[src/rtl/div_seq.sv]
// Iterative restoring divider for RV32M DIV/DIVU/REM/REMU.
// Stalls the execute stage while iterating and pulses done for one cycle with the result.
//
// state | meaning
// IDLE  | waiting for a divide-class start
// CALC  | one shift-subtract step per cycle, counter runs WIDTH-1..0
// FIX   | apply quotient/remainder signs, load result
// DONE  | done pulse, result valid, pipeline released
module div_seq #(
   parameter int WIDTH = 32
) (
   input  logic             clk,
   input  logic             rst,
   input  logic             start,
   input  logic [2:0]       funct3,
   input  logic [WIDTH-1:0] rs1,
   input  logic [WIDTH-1:0] rs2,
   input  logic             flush,
   output logic             stall,
   output logic             busy,
   output logic             done,
   output logic [WIDTH-1:0] result
);

   localparam int CW = (WIDTH > 1) ? $clog2(WIDTH) : 1;

   typedef enum logic [1:0] {
      IDLE = 2'd0,
      CALC = 2'd1,
      FIX  = 2'd2,
      DONE = 2'd3
   } state_t;

   state_t state, state_n;

   logic             want_rem;
   logic             q_neg;
   logic             r_neg;
   logic [WIDTH-1:0] quo;
   logic [WIDTH-1:0] dvsr;
   logic [WIDTH-1:0] rem;
   logic [CW-1:0]    cnt;

   logic             accept;
   logic             op_signed;
   logic             div_zero;
   logic             overflow;
   logic             special;
   logic [WIDTH-1:0] abs1;
   logic [WIDTH-1:0] abs2;
   logic [WIDTH-1:0] special_val;
   logic [WIDTH:0]   shifted;
   logic [WIDTH:0]   diff;
   logic             fits;
   logic [WIDTH-1:0] quo_fix;
   logic [WIDTH-1:0] rem_fix;

   always_comb begin
      op_signed   = ~funct3[0];
      accept      = (state == IDLE) && start && funct3[2] && !flush;
      div_zero    = (rs2 == '0);
      overflow    = op_signed && (rs1 == {1'b1, {(WIDTH-1){1'b0}}}) && (rs2 == '1);
      special     = div_zero || overflow;
      abs1        = (op_signed && rs1[WIDTH-1]) ? -rs1 : rs1;
      abs2        = (op_signed && rs2[WIDTH-1]) ? -rs2 : rs2;
      if (div_zero)
         special_val = funct3[1] ? rs1 : '1;
      else
         special_val = funct3[1] ? '0 : rs1;

      // remainder stays below the divisor, so a borrow out of diff means "does not fit"
      shifted     = {rem, quo[WIDTH-1]};
      diff        = shifted - {1'b0, dvsr};
      fits        = ~diff[WIDTH];

      quo_fix     = q_neg ? -quo : quo;
      rem_fix     = r_neg ? -rem : rem;
   end

   always_comb begin
      state_n = state;
      case (state)
         IDLE: if (accept) state_n = special ? DONE : CALC;
         CALC: if (cnt == '0) state_n = FIX;
         FIX:  state_n = DONE;
         DONE: state_n = IDLE;
         default: state_n = IDLE;
      endcase
      if (flush && (state != IDLE))
         state_n = IDLE;
   end

   assign stall = ((state == IDLE) && start && funct3[2]) || (state == CALC) || (state == FIX);

   always_ff @(posedge clk or posedge rst) begin
      if (rst) begin
         state    <= IDLE;
         busy     <= 1'b0;
         done     <= 1'b0;
         result   <= '0;
         want_rem <= 1'b0;
         q_neg    <= 1'b0;
         r_neg    <= 1'b0;
         quo      <= '0;
         dvsr     <= '0;
         rem      <= '0;
         cnt      <= '0;
      end else begin
         state <= state_n;
         busy  <= (state_n == CALC) || (state_n == FIX);
         done  <= (state_n == DONE);

         if (accept) begin
            want_rem <= funct3[1];
            q_neg    <= op_signed && (rs1[WIDTH-1] ^ rs2[WIDTH-1]);
            r_neg    <= op_signed && rs1[WIDTH-1];
            if (special) begin
               result <= special_val;
            end else begin
               quo  <= abs1;
               dvsr <= abs2;
               rem  <= '0;
               cnt  <= CW'(WIDTH - 1);
            end
         end

         if ((state == CALC) && !flush) begin
            rem <= fits ? diff[WIDTH-1:0] : shifted[WIDTH-1:0];
            quo <= {quo[WIDTH-2:0], fits};
            cnt <= cnt - CW'(1);
         end

         if ((state == FIX) && !flush)
            result <= want_rem ? rem_fix : quo_fix;
      end
   end

endmodule

[config.mk]
export PLATFORM = sky130hd
export DESIGN_NAME = div_seq
export DESIGN_NICKNAME = d
export VERILOG_FILES = /design/src/rtl/div_seq.sv
export SDC_FILE = /design/constraint.sdc
export NUM_CORES = 1
export LEC_CHECK = 0
export CAP_MARGIN = 10
export CORE_UTILIZATION = 30
export DETAILED_ROUTE_END_ITERATION = 12
export MAX_ROUTING_LAYER = met4
export PLACE_DENSITY = 0.53
export SYNTH_ARGS = -nofsm -noshare
export SYNTH_HDL_FRONTEND = slang
export SYNTH_SLANG_ARGS = --single-unit
[constraint.sdc]
create_clock -name clk -period 4.7 [get_ports clk]
set_input_delay 0.705 -clock clk [delete_from_list [all_inputs] [get_ports clk]]
set_output_delay 0.705 -clock clk [all_outputs]
set_load 0.01 [all_outputs]
==> run_results.csv <==
group,metric,value,unit
clock_network,clkLatencyLatePin,0.43,ns
clock_network,cts_setup_buffers,0,
global_route,met2_usage,28.6,%
route,drc,2,
layout,synthToLayoutAreaGrowth,20.2,%
logic_synthesis,yosys_warnings,0,
setup_path,cp_max_fo,21,
clock_network,cts_buffers,17,
setup_path,critPathLaunchType,"primary input",
die,die-area,0.0367,mm^2
clock_network,cts_resized,0,
layout,drive_gt1_share,5.85,%
sta,max_freq,259,MHz
die,die_w,192,um
die,io_pins,106,
setup_path,critPathKind,"primary input to flip-flop",
clock_network,cts-root-buf,"clkbuf_16",
logic_synthesis,synthArstFlopShare,100,%
sta,report.final.slew_viol_count,0,
global_route,grt_pass1_vias,9370,
die,placementRows,69,
logic_synthesis,synth_edf_count,0,
sta,tightest_slew,1.15,ns
global_route,track_usage,19.1,%
setup_path,worstPathRequired,5.06,ns
logic_synthesis,syn_area,0.0108,mm^2
sta,final.period_utilization,82.0,%
pwr,p_clk_share,23.2,%
logic_synthesis,ys_ff_latch,140,
global_route,grt_use_met3,3.18,%
clock_network,htree_levels,4,
layout,mostFrequentLayoutCells,"nand2_1 (143), dfrtp_1 (139), o21ai_0 (125), nor2_1 (107), clkdlybuf4s50_1 (105)",
clock_network,clkTransAtPathRegs,0.07,ns
logic_synthesis,syn_nets,1423,
global_route,grt_max_degree,93,
outcome,violations,"design-rule violations",
pwr,p_seq_share,30.1,%
setup_path,arrival,4.22,ns
route,route.vias.total,9875,
logic_synthesis,synth.distinct_cells,71,
setup_path,cp-end-kind,"flip-flop",
pwr,pwr-share-comb,46.7,%
sta,finClkSkew,0.0136,ns
sta,setup_viol,0,
global_route,grt_pass1_wl,52.8,mm
logic_synthesis,synth-main-ff-cell,"dfrtp_1",
die,coreArea,0.0355,mm^2
logic_synthesis,yosysSeqAreaShare,32.5,%
route,routed_wirelength,33.3,mm
layout,layout_commonest_cell,"nand2_1",
pwr,ir_drop,0.273,mV
pwr,p_per_area,490,mW/mm^2
min_path,worst_hold_path_type,"flip-flop to flip-flop",
route,antenna_left,0,
clock_network,ctsHoldBuffers,0,
clock_network,clock-sinks,140,
die,start_util,30.4,%
sta,hold_viol_final,0,
global_route,top_usage_layer,"met2",
pwr,power,6.35,mW
place,post-place-cells,1830,
route,via_per_inst,5.30,
sta,setup_tns,0,ns
global_route,antenna_found_initial,1,
pwr,p_leak,5.36,nW
sta,relSlewSlack,23.5,%
layout,nNetsFinal,1499,
pwr,power.switching,2.65,mW
pwr,p_int,3.70,mW
logic_synthesis,syn_inst,1312,
outcome,status,"finished with violations",
clock_network,cts_tree,"done",
place,portBuffers,105,
sta,period_minus_slack,3.86,ns
place,place_congestion,0.867,
sta,rsz0062_at_grt,"false",
layout,final_cells,1864,
flow_run,max_cap_viol_count,0,
global_route,grt_overflow_total,0,
die,fp.dieH,192,um
route,firstDrtPassIters,9,
global_route,met1_usage,26.6,%
place,dp_hpwl,25.0,mm
pwr,switching_share,41.7,%
logic_synthesis,avgSynthCellArea,8.22,um^2
clock_network,cts_buffer_depth,2,
route,drt_iter0_markers,660,
route,routedWlPerCell,17.9,um
power by group through the flow:
stage          clock network (mW)  logic [mW]  registers, mW
6_report                     1.47        2.96           1.91
5_1_grt                      1.56        3.33           1.96
4_1_cts                      1.50        2.96           1.90
3_5_place_dp                    0        2.94           1.92
3_3_place_gp                    0        2.92           1.92
2_1_floorplan                   0        2.34           1.74
sequential cells by signal, indices dropped and copies added, names as in the netlist:
register  cells
q_neg         1
state         2
result       32
done          1
rem          32
want_rem      1
quo          32
r_neg         1
busy          1
dvsr         32
cnt           5
critical path: stages:
cell             delay [ns]
clkdlybuf4s50_1        0.52
or4_1                  0.62
or4_1                  0.49
nor4_1                 0.31
nand3_1                0.45
nand2_1                0.41
and2_1                 0.19
buf_4                  0.26
o211ai_1               0.15
nand3_1                0.11
cell type report:
type                    count  area, um^2
multi-input cells        1042        6770
diodes                      2        5.00
inverters                  60         230
clock buffers              21         470
flip-flops and latches    140        3500
repair buffers            127        1240
fillers                  3715       22500
well taps                 461         577
clock inverters            11         165
per-layer routing:
layer	up-vias	routed length, um
li1	4868	-
met2	283	14500
met3	30	1870
met1	4694	16500
met4	0	476
met5	-	0
final timing paths:
kind                                         from                endpoint  slack, ns  depth (start not counted)
max in group asynchronous                     rst    dvsr[12]$_DFFE_PP0P_       2.89                          3
hold / removal             result[27]$_DFFE_PP0P_  result[27]$_DFFE_PP0P_       0.48                          2
setup reg to reg              quo[31]$_DFFE_PP0P_     rem[17]$_DFFE_PP0P_       0.91                         13
setup / recovery                           rs2[6]  result[31]$_DFFE_PP0P_       0.84                         10
hold reg to reg            result[27]$_DFFE_PP0P_  result[27]$_DFFE_PP0P_       0.48                          2
min in group asynchronous                     rst   result[5]$_DFFE_PP0P_       0.83                          2
kinds of logic after synthesis:
kind of cell,share of synthesized area [%]
AND/OR/NAND/NOR,19.0
AO/OA/AOI/OAI,23.9
XOR/XNOR,11.7
flip-flops,32.5
buffers and inverters,4.96
adder cells (fa/ha/maj),4.90
multiplexers,2.98
per-stage QoR:
stage / hold WS (ns) / setup slack (ns) / utilization [%] / instance area, um^2
6_report: 0.480 / 0.844 / 36.5 / 13000
5_1_grt: 0.496 / 0.696 / 36.5 / 13000
4_1_cts: 0.481 / 0.928 / 36.5 / 13000
3_5_place_dp: 0.468 / 0.508 / 34.7 / 12300
3_3_place_gp: 0.461 / 0.569 / 34.7 / 12300
2_1_floorplan: 0.450 / 0.242 / - / 10800
cell usage after synthesis, types with 33 or more instances:
| master | number | area, um^2 |
|---|---|---|
| nand2_1 | 143 | 537 |
| dfrtp_1 | 140 | 3500 |
| o21ai_0 | 125 | 626 |
| nor2_1 | 108 | 405 |
| a21oi_1 | 90 | 450 |
| xnor2_1 | 74 | 648 |
| xor2_1 | 70 | 613 |
| inv_1 | 60 | 225 |
| nand3_1 | 46 | 230 |
| clkbuf_1 | 41 | 154 |
| ha_1 | 39 | 488 |
| o211ai_1 | 33 | 248 |
Power figures use the tool's default switching activity.
